===== config.mk =====
export PLATFORM = sky130hd
export DESIGN_NAME = alu_multicycle_flat
export DESIGN_NICKNAME = d
export VERILOG_FILES = /design/src/rtl/alu_pkg.sv /design/src/rtl/alu_multicycle_if.sv /design/src/rtl/alu_multicycle_squarer_iter.sv /design/src/rtl/alu_multicycle.sv /design/src/flat_wrapper.sv
export SDC_FILE = /design/constraint.sdc
export NUM_CORES = 1
export LEC_CHECK = 0
export CORE_MARGIN = 2
export CORE_UTILIZATION = 50
export CTS_CLUSTER_DIAMETER = 120
export DETAILED_ROUTE_END_ITERATION = 12
export GPL_ROUTABILITY_DRIVEN = 0
export PLACE_DENSITY_LB_ADDON = 0.08
export SYNTH_ARGS = -nofsm -noshare
export SYNTH_HDL_FRONTEND = slang
export SYNTH_SLANG_ARGS = --single-unit

===== constraint.sdc =====
create_clock -name clk -period 9.7 [get_ports clk]
set_input_delay 2.425 -clock clk [delete_from_list [all_inputs] [get_ports clk]]
set_output_delay 2.425 -clock clk [all_outputs]
set_load 0.05 [all_outputs]

===== src/rtl/alu_pkg.sv =====
// Shared definitions for the execute-stage ALU.
// Op codes mirror the ALU control unit encodings.
package alu_pkg;

  localparam logic [3:0] ALU_AND = 4'b0000;
  localparam logic [3:0] ALU_OR  = 4'b0001;
  localparam logic [3:0] ALU_NOR = 4'b0010;
  localparam logic [3:0] ALU_ADD = 4'b0011;
  localparam logic [3:0] ALU_SQU = 4'b0100;
  localparam logic [3:0] ALU_MOV = 4'b1111;

  typedef enum logic [1:0] {
    IDLE = 2'd0,
    EXEC = 2'd1,
    DONE = 2'd2
  } alu_state_t;

endpackage


===== src/rtl/alu_multicycle_if.sv =====
// Request/response bundle between the operand latches and the ALU.
// master drives requests, slave is the ALU.
interface alu_multicycle_if #(
  parameter int WIDTH = 32
);
  logic             start;
  logic [3:0]       ALUOperation;
  logic [WIDTH-1:0] A;
  logic [WIDTH-1:0] B;
  logic             busy;
  logic             done;
  logic [WIDTH-1:0] ALUResult;
  logic             Zero;
  logic             illegal_op;

  modport master (
    output start, ALUOperation, A, B,
    input  busy, done, ALUResult, Zero, illegal_op
  );

  modport slave (
    input  start, ALUOperation, A, B,
    output busy, done, ALUResult, Zero, illegal_op
  );
endinterface


===== src/rtl/alu_multicycle_squarer_iter.sv =====
// Iterative shift-add squarer, one multiplier bit per step.
// o_last flags the step that produces the final accumulator.
module alu_squarer_iter
  import alu_pkg::*;
#(
  parameter int WIDTH = 32
) (
  input  logic             clk,
  input  logic             reset,
  input  logic             i_load,
  input  logic             i_step,
  input  logic [WIDTH-1:0] i_a,
  output logic [WIDTH-1:0] o_acc_next,
  output logic             o_last
);
  localparam int CW = $clog2(WIDTH + 1);

  logic [WIDTH-1:0] r_mcand;
  logic [WIDTH-1:0] r_mplr;
  logic [WIDTH-1:0] r_acc;
  logic [CW-1:0]    r_cnt;
  logic [WIDTH-1:0] w_add;

  assign w_add      = r_mplr[0] ? r_mcand : '0;
  assign o_acc_next = r_acc + w_add;
  assign o_last     = (r_cnt == CW'(1));

  always_ff @(posedge clk) begin
    if (!reset) begin
      r_mcand <= '0;
      r_mplr  <= '0;
      r_acc   <= '0;
      r_cnt   <= '0;
    end else if (i_load) begin
      r_mcand <= i_a;
      r_mplr  <= i_a;
      r_acc   <= '0;
      r_cnt   <= CW'(WIDTH);
    end else if (i_step) begin
      r_acc   <= o_acc_next;
      r_mcand <= r_mcand << 1;
      r_mplr  <= r_mplr >> 1;
      r_cnt   <= r_cnt - CW'(1);
    end
  end
endmodule


===== src/rtl/alu_multicycle.sv =====
// Execute-stage ALU: single-cycle logic/add/move ops,
// multi-cycle square through the iterative squarer.
module alu_multicycle
  import alu_pkg::*;
#(
  parameter int WIDTH = 32
) (
  input  logic      clk,
  input  logic      reset,
  alu_multicycle_if.slave bus
);
  alu_state_t       r_state;
  logic             r_busy;
  logic             r_done;
  logic [WIDTH-1:0] r_res;
  logic             r_zero;
  logic             r_ill;

  logic [WIDTH-1:0] w_res;
  logic             w_ill;
  logic             w_accept;
  logic             w_is_squ;
  logic             w_load;
  logic             w_step;
  logic [WIDTH-1:0] w_acc_next;
  logic             w_last;

  assign w_accept = (r_state == IDLE) && bus.start && !r_busy;
  assign w_is_squ = (bus.ALUOperation == ALU_SQU);
  assign w_load   = reset && w_accept && w_is_squ;
  assign w_step   = (r_state == EXEC);

  always_comb begin
    w_res = '0;
    w_ill = 1'b0;
    unique case (1'b1)
      (bus.ALUOperation == ALU_AND): w_res = bus.A & bus.B;
      (bus.ALUOperation == ALU_OR):  w_res = bus.A | bus.B;
      (bus.ALUOperation == ALU_NOR): w_res = ~(bus.A | bus.B);
      (bus.ALUOperation == ALU_ADD): w_res = bus.A + bus.B;
      (bus.ALUOperation == ALU_MOV): w_res = bus.B;
      (bus.ALUOperation == ALU_SQU): w_res = '0;
      default:                       w_ill = 1'b1;
    endcase
  end

  alu_squarer_iter #(.WIDTH(WIDTH)) u_sq (
    .clk        (clk),
    .reset      (reset),
    .i_load     (w_load),
    .i_step     (w_step),
    .i_a        (bus.A),
    .o_acc_next (w_acc_next),
    .o_last     (w_last)
  );

  always_ff @(posedge clk) begin
    if (!reset) begin
      r_state <= IDLE;
      r_busy  <= 1'b0;
      r_done  <= 1'b0;
      r_res   <= '0;
      r_zero  <= 1'b1;
      r_ill   <= 1'b0;
    end else begin
      r_done <= 1'b0;
      unique case (r_state)
        IDLE: begin
          if (w_accept && w_is_squ) begin
            r_state <= EXEC;
            r_busy  <= 1'b1;
          end else if (w_accept) begin
            r_state <= DONE;
            r_busy  <= 1'b1;
            r_done  <= 1'b1;
            r_res   <= w_res;
            r_zero  <= (w_res == '0);
            r_ill   <= w_ill;
          end
        end
        EXEC: begin
          if (w_last) begin
            r_state <= DONE;
            r_done  <= 1'b1;
            r_res   <= w_acc_next;
            r_zero  <= (w_acc_next == '0);
            r_ill   <= 1'b0;
          end
        end
        DONE: begin
          r_state <= IDLE;
          r_busy  <= 1'b0;
        end
        default: begin
          r_state <= IDLE;
          r_busy  <= 1'b0;
        end
      endcase
    end
  end

  assign bus.busy       = r_busy;
  assign bus.done       = r_done;
  assign bus.ALUResult  = r_res;
  assign bus.Zero       = r_zero;
  assign bus.illegal_op = r_ill;
endmodule


===== src/flat_wrapper.sv =====
// flat-port wrapper written by rule: the top's interface ports become plain ports
module alu_multicycle_flat import alu_pkg::*;
#(
  parameter int WIDTH = 32
)
  (clk, reset, bus_start, bus_ALUOperation, bus_A, bus_B, bus_busy, bus_done, bus_ALUResult, bus_Zero, bus_illegal_op);
  alu_multicycle_if #(.WIDTH(WIDTH)) bus_i ();
  input  logic clk;
  input  logic reset;
  input wire logic [$bits(bus_i.start)-1:0] bus_start;
  input wire logic [$bits(bus_i.ALUOperation)-1:0] bus_ALUOperation;
  input wire logic [$bits(bus_i.A)-1:0] bus_A;
  input wire logic [$bits(bus_i.B)-1:0] bus_B;
  output wire logic [$bits(bus_i.busy)-1:0] bus_busy;
  output wire logic [$bits(bus_i.done)-1:0] bus_done;
  output wire logic [$bits(bus_i.ALUResult)-1:0] bus_ALUResult;
  output wire logic [$bits(bus_i.Zero)-1:0] bus_Zero;
  output wire logic [$bits(bus_i.illegal_op)-1:0] bus_illegal_op;
  assign bus_i.start = bus_start;
  assign bus_i.ALUOperation = bus_ALUOperation;
  assign bus_i.A = bus_A;
  assign bus_i.B = bus_B;
  assign bus_busy = bus_i.busy;
  assign bus_done = bus_i.done;
  assign bus_ALUResult = bus_i.ALUResult;
  assign bus_Zero = bus_i.Zero;
  assign bus_illegal_op = bus_i.illegal_op;
  alu_multicycle #(.WIDTH(WIDTH)) u_core (.clk(clk), .reset(reset), .bus(bus_i));
endmodule

# Word-level counts from Yosys, hierarchy flattened
# Index checks and enable logic that the tools add are counted.
# W data, S select, Z words.
# totals
regBits	140
inputBits	71
out_inout_bits	36
# classes
bitwise_logic	5
reduce_logical	17
addsub	3
n_eq_ne	11
muxes	32
# op_table
cell	n
$mux W32	8
$pmux W32 S5	1
$add A32 B32 Y32	2
$logic_not A32 Y1	2
$pmux W32 S2	1
$and A32 B32 Y32	1
$not A32 Y32	1
$or A32 B32 Y32	1
$mux W1	12
$mux W6	2
$eq A4 B2 Y1 const B	2
$pmux W1 S2	4
$eq A6 B1 Y1 const B	1
$mux W2	3
$reduce_or A6 Y1	1
$sub A6 B1 Y6 const B	1
$logic_and A1 B1 Y1	5
$eq A4 B1 Y1 const B	1
$eq A4 B3 Y1 const B	1
$eq A4 B4 Y1 const B	1
$logic_not A4 Y1	1
$ne A2 B1 Y1 const B	2
$pmux W2 S2	1
$reduce_and A2 Y1	2
9 further kinds	11

# Longest topological paths before layout
# Gate-level depths: netlist of the first run.
# logic_depth
word_depth	7
depth_mapped	15
mapped_depth_nobuf	15

# Modules after synthesis
# From an unflattened synthesis of the first run, not the netlist that was laid out.
# hier_totals
hier_cells	1435
area_unflattened_um2	11065.6
# modules_own_cells
mod	instances	area_each_um2	cells_each	seq_area_each_um2
alu_squarer_iter	1	5704.2	635	2042.0
alu_multicycle	1	5361.4	800	760.7

# Worst setup path before layout of the first run
# Ideal clock, no wire load.
# synth_path
kind	input to register
from	in bus_B[0]
to	reg u_core.r_zero, in the netlist u_core.bus.Zero
setup_time_ns	0.073
path_slack_ns	4.042
arrival_ns	5.584
stages	14
path_cell_list	ha_1 -> inv_1 -> fa_1 -> nand2b_1 -> a21o_1 -> a211o_1 -> nand3_1 -> xor2_1 -> a221oi_1 -> nand4_1 -> or4_1 -> or4_1 -> or3_1 -> o211ai_2
# synth_via
elab_chain_len	7
# synth_lines
element	line	text
start, declared	flat_wrapper.sv:13	input wire logic [$bits(bus_i.B)-1:0] bus_B;
parallel branches: the longest is 2 deep, another holds $add A32 B32 Y32	-	
$pmux W32 S5 *	alu_multicycle.sv:36	unique case (1'b1)
$logic_not A32 Y1 *	alu_multicycle.sv:77	r_zero <= (w_res == '0);
$mux W1 *	alu_multicycle.sv:72	end else if (w_accept) begin
$mux W1 *	alu_multicycle.sv:69	if (w_accept && w_is_squ) begin
$pmux W1 S2 *	alu_multicycle.sv:67	unique case (r_state)
end signal, assigned	alu_multicycle.sv:77	
end signal, assigned	alu_multicycle.sv:86	r_zero <= (w_acc_next == '0);
end, declared	alu_multicycle.sv:16	logic r_zero;
# Every way passes the cells marked *. The select of a mux whose other input is x is not followed.
# A chain may end at the register's enable or synchronous reset.

# Worst setup path in the final report of the first run
# layout_path
from	in bus_ALUOperation[0]
to	reg u_core.r_zero, in the netlist u_core.bus.Zero
# layout_via
elab_chain_len	6
# layout_lines
element	line	text
start, declared	flat_wrapper.sv:11	input wire logic [$bits(bus_i.ALUOperation)-1:0] bus_ALUOperation;
$eq A4 B4 Y1 (tied with other cells)	alu_multicycle.sv:41	(bus.ALUOperation == ALU_MOV): w_res = bus.B;
$pmux W32 S5	alu_multicycle.sv:36	
$logic_not A32 Y1	alu_multicycle.sv:77	
$mux W1	alu_multicycle.sv:72	
$mux W1	alu_multicycle.sv:69	
$pmux W1 S2	alu_multicycle.sv:67	
# Several ways; a longest one is shown, not always the timed one. The select of a mux whose other input is x is not followed.

==> run summary, run 1 <==
The flow ran to the end, and the final reports show no timing, DRC or antenna violations. In this run, the number of DRC markers left after iteration 0 of detailed routing was roughly 1,100. Among all flip-flop cells after synthesis, the most frequent one is dfxtp_1.

The share of the core filled with cells in the final layout came out at 59.10%. Dividing the detail-routed wire length by the instance count gives approximately 20 um. The startpoint class of the critical path is an input port.

Buffers added to address setup during post-CTS repair amount to 0. The number of register bits inferred by synthesis is 140. In this run the standard cell core region covers 21,820 um2.

The internal power summed over all cells is roughly 1.1 mW. The insertion delay of the later-clocked pin in the worst-skew pair came out at 430 ps. The number of antenna violations at the first check in global routing is 1. The synthesized netlist contains 77 unique library cells. The worst path uses between 60 and 70% of the clock period. The synthesized netlist net count is 1,679. The number of instances in the synthesized netlist came out at 1,509. The sum of buffers and inverters on the critical path is 1.

The initial standard-cell utilization of the core is 50.93%. The number of global-route vias before repair is roughly 11,000. The worst-path cell with the longest stage delay is clkdlybuf4s50_1. The path class of the tightest hold or removal check is reg -> reg. The max-slew violation count was 0. Row generation in the floorplan step produced 54 rows.

The final hold violation count came out at 0. Ranked by instance count, the synthesized netlist is headed by nor2_1 (180), nand2_1 (143), dfxtp_1 (140). During synthesis, Yosys emitted a total of 0 warnings. The remaining antenna violation count after routing is 0. By startpoint and endpoint, the worst setup path is classified as in -> reg.

The final setup violation count came out at 0. The first-pass GRT wire length is about 57 mm. The number of gates given a new drive strength after cts is 0. Net switching is 31.35% of the power. The total of hold buffers inserted after clock tree synthesis is 0. The sequential share of the synthesized area is between 20% and 30%. The H-tree was split into 4 levels. TritonCTS built the clock tree.

The net load switching power is around 0.52 mW. The final antenna diode count is 0. The clock sink total is 140.

Entering global routing, the biggest net connects between 90 and 100 pins. The worst endpoint required time came out at between 10,000 and 15,000 ps. Sequential cells account for a little over a third of the total power. Clock-pin slew was measured on the worst setup and hold paths at 60 ps. The average vias per placed instance came out at 6.290. The max-cap violation count came out at 0. The number of detailed-routing iterations run before antenna repair came out at 5. The minimum period implied by the final worst setup slack came out at approximately 6700 ps.

The cell type with the largest total area after synthesis is dfxtp_1. The area of the mapped netlist is 11,110 um2. The total track usage came out at between 20% and 30%. The maximum clock insertion buffer count is 2. For this run, asynchronously set or reset flops after synthesis account for 0%.

Of all nets on the critical path, the largest fanout is 23. The proportion of power drawn by combinational gates came out at 21.6%. The share of total power in the clock network is between 40% and 50%. The data arrival time of the critical path came out at around 7000 ps. The clock buffer count from CTS came out at 17. The sum of net half-perimeters after detailed placement is 26.63 mm. In this design, the stage delay of the slowest critical-path cell is approximately 1000 ps. The library cell with the highest instance count after synthesis is nor2_1.

Adding up every negative setup slack in the final design gives 0 ps. The standby leakage power is about 5.2 nW. The number of enable flip-flop cells after synthesis is 0. The layout cell share with drive strength beyond 1 came out at 4.676%. The routed layout has 11,580 vias. The worst setup path is captured at a register. The final worst clock skew is about 12 ps. The area share of the largest cell type after synthesis came out at between 20% and 30%. Setup repair after global routing left no endpoint under its margin.

between 100 and 150 I/O pins were placed. The transition time of the tightest slew-check pin came out at around 1100 ps. Sorting the synthesized cells by area gives the leading types as dfxtp_1 (25%), ha_1 (11%), a21oi_1 (6.2%).

Based on the critical path, the design can be clocked at up to about 150 MHz. IR analysis of the VDD net gives a maximum drop of 0.1104 mV. For this run, design rule violations remaining after detail routing come to 0. At the end of the flow, the number of nets in the layout was 1,718. The total power divided by cell area came out at roughly 130 nW/um2. The synthesis-to-finish area growth is 16.04%.

After global routing the overflow that remains totals 0. In this design, the largest share of critical-path delay is due to simple AND/OR/NAND/NOR gates. During placement, the flow inserted port buffers numbering between 100 and 150.

The die covers about 23,000 um2. Headroom to the max-slew limit came out at a little over a quarter. The overall routed net length came out at between 30 and 40 mm. The root buffer cell is clkbuf_16. The average cell area after synthesis is roughly 7.4 um2.

The chip height is 153.1 um. The die boundary width is 153.1 um. Traced cell by cell, the critical path runs through clkdlybuf4s50_1 -> or2_1 -> nor2_1 -> a22oi_1 -> o21ai_0 -> nor4bb_1 -> o2111ai_1 -> nor4_1 -> nand4_1 -> or4_1 -> or3_1 -> o211ai_2.
==> cell type report <==
type,instances,area [um2]
Clock inverter,14,197.7
Sequential cell,140,2803
Clock buffer,18,439.2
Tap cell,280,350.3
Fill cell,2125,8926
Multi-Input combinational cell,1176,7592
Inverter,93,349.1
Timing Repair Buffer,120,1166
==> stage by stage <==
step	instances	cell area, um2	hold slack [ps]	setup slack (ps)	total power [mW]
floorplan	1509	11110	440.6	4042	0.8371
global placement	1809	12260	437.8	2922	0.9574
detailed placement	1809	12260	445.3	2713	0.9587
CTS	1841	12900	454.2	3147	1.661
global route	1841	12900	473.9	2798	1.724
finish	1841	12900	450.5	3039	1.661
==> power by group through the flow <==
stage	Sequential, mW	Clock [mW]	Combinational [mW]
floorplan	0.634	0	0.203
global placement	0.608	0	0.350
detailed placement	0.608	0	0.350
CTS	0.595	0.714	0.352
global route	0.596	0.741	0.386
finish	0.595	0.707	0.359
==> layer usage <==
metal,track usage (%),vias up,part of all wire [%]
met3,4.678,72,8.5
met4,9.568,2,2.8
li1,-,5559,-
met1,43.15,5418,45
met2,45.28,529,44
met5,0,-,0.036
==> cell families after synthesis <==
group / after synthesis / share of synthesized area, %
muxes: 13 / 1.193
xor gates and xnor gates: 49 / 3.861
DFF: 140 / 25.22
buffers and inverters: 193 / 6.698
adders and majority gates: 99 / 11.28
AOI/OAI and AO/OA: 461 / 28.16
and+or+nand+nor: 554 / 23.60
==> final timing paths <==
| check | from | endpoint | slack, ps | cells past startpoint |
|---|---|---|---|---|
| worst max-delay path | bus_ALUOperation[0] | u_core.bus.Zero$_SDFFE_PN1P_ | 3040 | 12 |
| worst min-delay path | u_core.bus.ALUResult[6]$_SDFFE_PN0P_ | u_core.bus.ALUResult[6]$_SDFFE_PN0P_ | 450 | 2 |
| worst max register to register | u_core.u_sq.r_mplr[0]$_SDFFE_PN0P_ | u_core.bus.Zero$_SDFFE_PN1P_ | 4740 | 15 |
| worst min register to register | u_core.bus.ALUResult[6]$_SDFFE_PN0P_ | u_core.bus.ALUResult[6]$_SDFFE_PN0P_ | 450 | 2 |
==> tightest hold or removal path, stage by stage, from the launching register on <==
cell	delay, ps
dfxtp_1	310
nand2_1	50
a21oi_1	50
==> state kept, by name, summed over array words and instances (netlist names) <==
name,cells
u_core.u_sq.r_acc,32
u_core.bus.ALUResult,32
u_core.bus.illegal_op,1
u_core.bus.busy,1
u_core.bus.done,1
u_core.u_sq.r_mplr,32
u_core.u_sq.r_cnt,6
u_core.u_sq.r_mcand,32
u_core.bus.Zero,1
u_core.r_state,2
==> cell usage in the layout, fill, tap and decap left out, drive strengths merged, types with 13 or more instances in the layout <==
master	synthesis	final
nor2	182	182
and2	39	39
a221oi	65	65
o21ai	73	73
xnor2	31	31
ha	97	97
clkdlybuf4s50	0	106
dfxtp	140	140
xor2	18	18
a21o	25	25
o221ai	13	13
o21a	13	13
a31oi	15	15
nand2b	13	13
nand3	22	22
inv	93	101
nand2	143	143
a21oi	139	139
and3	13	13
buf	15	14
nor3	59	59
nand4	26	26
o211ai	16	16
clkbuf	85	18
a211oi	28	28
(Power assumes the default switching activity.)
==> run 2, diff against run 1 <==
==> constraint.sdc (replaced) <==
create_clock -name clk -period 5.5 [get_ports clk]
set_input_delay 1.375 -clock clk [delete_from_list [all_inputs] [get_ports clk]]
set_output_delay 1.375 -clock clk [all_outputs]
set_load 0.05 [all_outputs]
==> run 2 against run 1 <==
Net effect:
- power is 68% higher
- register-to-register slack worse by 3700 ps
- largest cell class unchanged
- final area is 1.4% higher
- die area stayed put
- via count is 1.3% higher
- combinational power is 83% higher
- sequential share of layout area is 0.30 points lower
- highest routed layer is now met4
- worst setup slack worse by 2700 ps
- count of clock-buffer cells in the layout is 1 lower
==> run summary, run 2 (synthesis results as in run 1) <==
The max-cap violation count came out at 0 (unchanged). The clock tree from TritonCTS is built. The final setup TNS came out at 0 ps (unchanged). The number of detailed-routing iterations run before antenna repair came to 6 (+1).

The insertion delay of the later-clocked pin in the worst-skew pair came out at 430 ps (about the same). The worst endpoint required time is 5850 ps (-4210 ps). The sequential cell area is 2803 um2 (unchanged). The via count of the routed design is 11,730 (+1.3%). The final antenna diode count is 0 (unchanged). The cell class contributing the biggest share of worst-path delay is simple AND/OR/NAND/NOR gates.

The worst-path cell with the longest stage delay is clkdlybuf4s50_1. The maximum operating frequency is 193.3 MHz. The worst hold path belongs to the class reg -> reg. The remaining global-route overflow came out at 0 (unchanged). The remaining antenna violation count after routing is 0 (unchanged). The die area came to 23,440 um2 (unchanged). The number of nets in the layout is 1,754 (+2.1%). The number of global-route vias before repair is 10,740 (+1.9%). The run finished with clean final reports. The standby leakage power is 5.326 nW (+2.3%). The maximum VDD drop is 0.1868 mV (+69%). The first-pass GRT wire length was 57.40 mm (+1.2%). The clock slew seen by the registers of the worst setup and hold paths was 60 ps (about the same).

The number of filler cells placed in the layout came out at 2,029 (-4.5%). The worst setup path is of the in -> reg kind. STA classifies the critical path endpoint as a register.

The violation count after the first detailed-routing iteration came out at 1,232 (+17%). The maximum fanout count along the critical path is 5 (-78%). The number of top-level design ports is 107 (unchanged). The total of hold buffers inserted after clock tree synthesis came out at 0 (unchanged). The average vias per placed instance is 6.253 (-0.59%). The power after layout is 2.787 mW (+68%). The core area came out at 21,820 um2 (unchanged). The final worst clock skew is 15.52 ps (+3.861 ps). The number of input and output port buffers inserted came to 106 (unchanged).

The layout cell share with drive strength beyond 1 came out at 6.767% (+2.1 points). The post-CTS setup-driven buffer insertion count is 0 (unchanged). Traced cell by cell, the critical path runs through clkdlybuf4s50_1 -> ha_1 -> inv_1 -> fa_1 -> nand2b_1 -> a21o_1 -> a211o_1 -> nand3_1 -> xor2_1 -> a221oi_1 -> nand4_1 -> or4_1 -> or4_1 -> or3_1 -> o211ai_2. Setup repair after global routing left no endpoint under its margin. The wire length per cell after detailed routing was 19.22 um (-1.5%). STA classifies the critical path startpoint as an input port.

The final setup violation count came to 0 (unchanged). The overall routed net length came to 36.06 mm (+0.33%). The remaining max-slew budget at the tightest pin is 14.46% (-12 points). The transition time of the tightest slew-check pin is 1280 ps (+177.8 ps). The multi-input logic area is 7592 um2 (unchanged). The maximum clock insertion buffer count is 2 (unchanged). The minimum period implied by the final worst setup slack is 5174 ps. The clock sink total came to 140 (unchanged). The data arrival time of the critical path came to 5530 ps (-1490 ps). The total power divided by cell area came out at 213.1 nW/um2 (+65%).

The die boundary width came out at 153.1 um (unchanged). The top cell types in the final layout, fill and taps aside, are nor2_1 (178), nand2_1 (143), dfxtp_1 (140). The number of rows created at floorplan was 54 (unchanged).

The total DRC errors in the routed layout is 0 (unchanged). The maximum level of the CTS H-tree is 4 (unchanged). The total track usage came out at 30.02% (+0.23 points).

The pin count of the biggest net entering global routing was 99 (unchanged). The chip height came out at 153.1 um (unchanged). The synthesis-to-finish area growth is 17.67%. The sum of net half-perimeters after detailed placement came out at 27.18 mm (+2.0%).

The register-to-register path setup slack came out at 1090 ps (-3650 ps). The most numerous cell type found on the critical path is or4_1. The most frequent standard cell in the layout excluding fill and tap cells is nor2_1. The clock buffer count from CTS came out at 17 (unchanged).

The number of antenna violations at the first check in global routing is 0 (-1). The number of gates given a new drive strength after cts came out at 0 (unchanged). The initial standard-cell utilization of the core came out at 50.93% (unchanged). The sum of buffers and inverters on the critical path is 2 (+1).

In the finished design, the share of the clock period the worst path needs comes to between 90% and 100%. The critical path's largest stage delay is 520 ps (-500 ps). The root buffer cell chosen for the clock tree is clkbuf_16. The final hold violation count is 0 (unchanged). The max-slew violation count came out at 0 (unchanged).
==> run 2: metal layers <==
layer / GRT usage (%) / up-vias / share of wire (%)
met1: 44.75 / 5526 / 47
met2: 44.58 / 531 / 43
met4: 9.039 / 0 / 2.3
met5: 0 / - / 0
li1: - / 5606 / -
met3: 4.395 / 68 / 8.3
==> run 2: per-stage QoR <==
step	setup slack, ps	hold WS, ps	utilization [%]	cell area (um2)	cells
floorplan	892.3	440.6	-	11110	1509
global placement	111.8	440.6	57.42	12530	1845
detailed placement	-5.440	444.9	57.42	12530	1845
CTS	426.8	453.3	59.93	13080	1876
global route	150.2	470.7	59.93	13080	1876
finish	326.3	448.3	59.93	13080	1876
==> run 2: layout make-up <==
class                           count  area share, %
Sequential cell                   140          21.43
Inverter                           93          2.669
Tap cell                          280          2.679
Timing Repair Buffer              156          10.98
Clock buffer                       17          3.253
Multi-Input combinational cell   1176          58.05
Clock inverter                     14         0.9375
==> run 2: worst paths after layout <==
| check | to | cells after the start | start |
|---|---|---|---|
| setup / recovery | u_core.bus.Zero$_SDFFE_PN1P_ | 15 | bus_B[0] |
| hold / removal | u_core.bus.ALUResult[11]$_SDFFE_PN0P_ | 2 | u_core.bus.ALUResult[11]$_SDFFE_PN0P_ |
| setup reg to reg | u_core.bus.Zero$_SDFFE_PN1P_ | 15 | u_core.u_sq.r_mcand[0]$_SDFFE_PN0P_ |
| hold reg to reg | u_core.bus.ALUResult[11]$_SDFFE_PN0P_ | 2 | u_core.bus.ALUResult[11]$_SDFFE_PN0P_ |
==> run 2: worst reg2reg max path, cell delays in order (launching register included) <==
cell and delay (ps):
dfxtp_1 370, and2_1 160, ha_1 210, inv_1 70, fa_1 440, nor2b_1 220
o2111ai_2 190, nand2_1 190, xor2_1 110, or4_1 580, nor4_1 260, or4b_1 480
and4bb_1 280, nand4_1 100, or4_1 570, o211ai_2 90
==> run 2: power by group <==
| group | switching [mW] | leakage [nW] | internal [mW] |
|---|---|---|---|
| registers | 0.0142 | 1.13 | 1.04 |
| clock network | 0.492 | 0.258 | 0.590 |
| logic | 0.406 | 3.94 | 0.250 |
| total | 0.912 | 5.33 | 1.88 |
==> run 3, diff against run 2 <==
--- a/config.mk
+++ b/config.mk
@@ -5,8 +5,10 @@
 export SDC_FILE = /design/constraint.sdc
 export NUM_CORES = 1
 export LEC_CHECK = 0
+export CELL_PAD_IN_SITES_DETAIL_PLACEMENT = 0
+export CELL_PAD_IN_SITES_GLOBAL_PLACEMENT = 1
 export CORE_MARGIN = 2
-export CORE_UTILIZATION = 50
+export CORE_UTILIZATION = 39
 export CTS_CLUSTER_DIAMETER = 120
 export DETAILED_ROUTE_END_ITERATION = 12
 export GPL_ROUTABILITY_DRIVEN = 0
==> run 3 against run 2 <==
Net effect:
- fmax up 0.18%
- sequential share of layout area down 0.50 points
- critical path depth unchanged
- power up 5.0%
- count of clock-buffer cells in the layout increased by 2
- largest cell class unchanged
- register-to-register slack better by 60 ps
- global-route usage shrank 4.3 points
- die area grew 27%
- critical endpoint unchanged
==> run summary, run 3 (synthesis results as in run 1) <==
By instance count, the cell type seen most on the critical path is or4_1. The top cell types in the final layout, fill and taps aside, are nor2_1 (178), nand2_1 (143), dfxtp_1 (140). The worst-case setup slack after placement came to 9.623 ps (+15.06 ps). The worst setup path is captured at a register. The share of the core filled with cells in the final layout came out at 47.93% (-12 points). The insertion delay of the later-clocked pin in the worst-skew pair came to 430 ps (about the same). The final antenna diode count came out at 0 (unchanged).

The total track usage was 25.72% (-4.3 points). The max-slew violation count is 0 (unchanged). The sum of net half-perimeters after detailed placement came out at 29.80 mm (+9.6%).

The number of rows created at floorplan is 61 (+13%). The chip height came to 172.8 um (+13%). The remaining antenna violation count after routing was 0 (unchanged). The number of input and output port buffers inserted came out at 106 (unchanged). The remaining global-route overflow came out at 0 (unchanged).

The worst-case hold slack came out at 447.4 ps (-0.9050 ps). The die area came out at 29,870 um2 (+27%). The first-pass GRT wire length came out at 61.28 mm (+6.8%). The slack of the critical path was 335.5 ps (+9.163 ps). The average vias per placed instance came to 5.814 (-7.0%).

The final setup TNS came out at 0 ps (unchanged). The overall routed net length was 39.16 mm (+8.6%). The total DRC errors in the routed layout was 0 (unchanged).

The maximum operating frequency is 193.6 MHz (+0.18%). The class of the tightest hold or removal check is reg -> reg. Setup repair after global routing left no endpoint under its margin. The clock tree from TritonCTS is built. The critical path goes through clkdlybuf4s50_1 -> ha_1 -> inv_1 -> fa_1 -> nand2b_1 -> a21o_1 -> a211o_1 -> nand3_1 -> xor2_1 -> a221oi_1 -> nand4_1 -> or4_1 -> or4_1 -> or3_1 -> o211ai_2.

The wire length per cell after detailed routing is 19.67 um (+2.3%). The share of the clock period used by the worst path came out at 93.90% (-0.17 points). The core area is 27,930 um2 (+28%). The worst endpoint required time came out at 5860 ps (about the same).

The final setup violation count came to 0 (unchanged). The standby leakage power is 5.436 nW (+2.1%). The library cell used most frequently in the layout, excluding fill and tap cells, is nor2_1. The number of top-level design ports is 107 (unchanged). The final worst clock skew is 10.78 ps (-4.739 ps). The clock slew seen by the registers of the worst setup and hold paths is 60 ps (about the same). The final hold violation count came out at 0 (unchanged). The maximum VDD drop is 0.2069 mV (+11%).

The total power divided by cell area came out at 218.7 nW/um2 (+2.6%). The proportion of total power due to net switching came out at 31.63% (-1.1 points). The transition time of the tightest slew-check pin is 1053 ps (-226.8 ps). The number of nets in the layout is 1,770 (+0.91%).

The layout cell share with drive strength beyond 1 came out at 7.750% (+0.98 points). The instance count along the most critical hold path came to 2 (unchanged). The worst setup path is launched from an input port. The net load switching power is 0.9262 mW (+1.6%). The remaining max-slew budget at the tightest pin was 29.79% (+15 points). The critical path is of the in -> reg type. The maximum level of the CTS H-tree is 4 (unchanged). The cell depth of the worst flop-to-flop path is 15 (unchanged). The pin count of the biggest net entering global routing came to 99 (unchanged). The share of total power in the clock network came to 40.8% (+2.0 points). The critical path's largest stage delay is 480 ps (-40 ps). The power after layout is 2.928 mW (+5.0%). The clock buffer count from CTS came out at 17 (unchanged).

The post-CTS setup-driven buffer insertion count is 0 (unchanged). The sequential share of power is 35.8% (-1.9 points). The internal power summed over all cells was 2.002 mW (+6.7%). The via count of the routed design came to 11,580 (-1.3%). The die boundary width came out at 172.8 um (+13%).

The maximum fanout count along the critical path came out at 5 (unchanged). The synthesis-to-finish area growth came out at 20.47%. The number of filler cells placed in the layout came out at 2,881 (+42%). The number of detailed-routing iterations run before antenna repair is 6 (unchanged).

The flow ran to the end, and the final reports show no timing, DRC or antenna violations. The number of global-route vias before repair is 10,760 (+0.25%). The worst-path cell with the longest stage delay is clkdlybuf4s50_1.

The number of gates given a new drive strength after cts is 0 (unchanged). The maximum clock insertion buffer count is 2 (unchanged). The max-cap violation count is 0 (unchanged). The violation count after the first detailed-routing iteration came out at 1,001 (-19%). The minimum period implied by the final worst setup slack came to 5165 ps (-9.163 ps).

The initial standard-cell utilization of the core came out at 39.79% (-11 points). The number of antenna violations at the first check in global routing came out at 0 (unchanged). The proportion of power drawn by combinational gates came to 23.4% (about the same). The total of hold buffers inserted after clock tree synthesis is 0 (unchanged).

The root buffer cell is clkbuf_16. The data arrival time of the critical path is 5520 ps (about the same). The clock sink total came to 140 (unchanged).
[run 3: worst paths after layout]
path / from / end / slack (ps)
max reg2reg: u_core.u_sq.r_mcand[0]$_SDFFE_PN0P_ / u_core.bus.Zero$_SDFFE_PN1P_ / 1150
min reg2reg: u_core.bus.ALUResult[19]$_SDFFE_PN0P_ / u_core.bus.ALUResult[19]$_SDFFE_PN0P_ / 450
max: bus_A[0] / u_core.bus.Zero$_SDFFE_PN1P_ / 340
min: u_core.bus.ALUResult[19]$_SDFFE_PN0P_ / u_core.bus.ALUResult[19]$_SDFFE_PN0P_ / 450
[run 3: cell type report]
class                           count  area (um2)  share of cell area [%]
Clock buffer                       19       452.9                   3.383
Clock inverter                     13       155.1                   1.159
Inverter                           93       349.1                   2.607
Multi-Input combinational cell   1176        7600                   56.76
Sequential cell                   140        2803                   20.93
Tap cell                          378       473.0                   3.532
Timing Repair Buffer              172        1556                   11.63
[run 3: layer usage]
metal	GRT usage (%)	vias up	share of wire (%)
met2	39.30	400	43
met1	37.76	5476	49
li1	-	5657	-
met3	3.518	43	6.1
met5	0	-	0
met4	6.850	0	1.9
[run 3: critical path, delay by kind of cell]
kind,cells,cell delay [ps]
compound gates,4,1140
simple gates,6,1790
xor+xnor,1,90
buf+inv,2,540
fa+ha+maj,2,560
[run 3: metrics by stage]
step           instance area (um2)  instances
2_1_floorplan                11110       1509
3_3_place_gp                 12780       1959
3_5_place_dp                 12780       1959
4_1_cts                      13390       1991
5_1_grt                      13390       1991
6_report                     13390       1991
[run 3: power groups by stage]
stage,Sequential (mW),Clock [mW],Combinational [mW]
2_1_floorplan,1.12,0,0.358
3_3_place_gp,1.07,0,0.674
3_5_place_dp,1.07,0,0.674
4_1_cts,1.05,1.21,0.677
5_1_grt,1.05,1.26,0.738
6_report,1.05,1.19,0.684
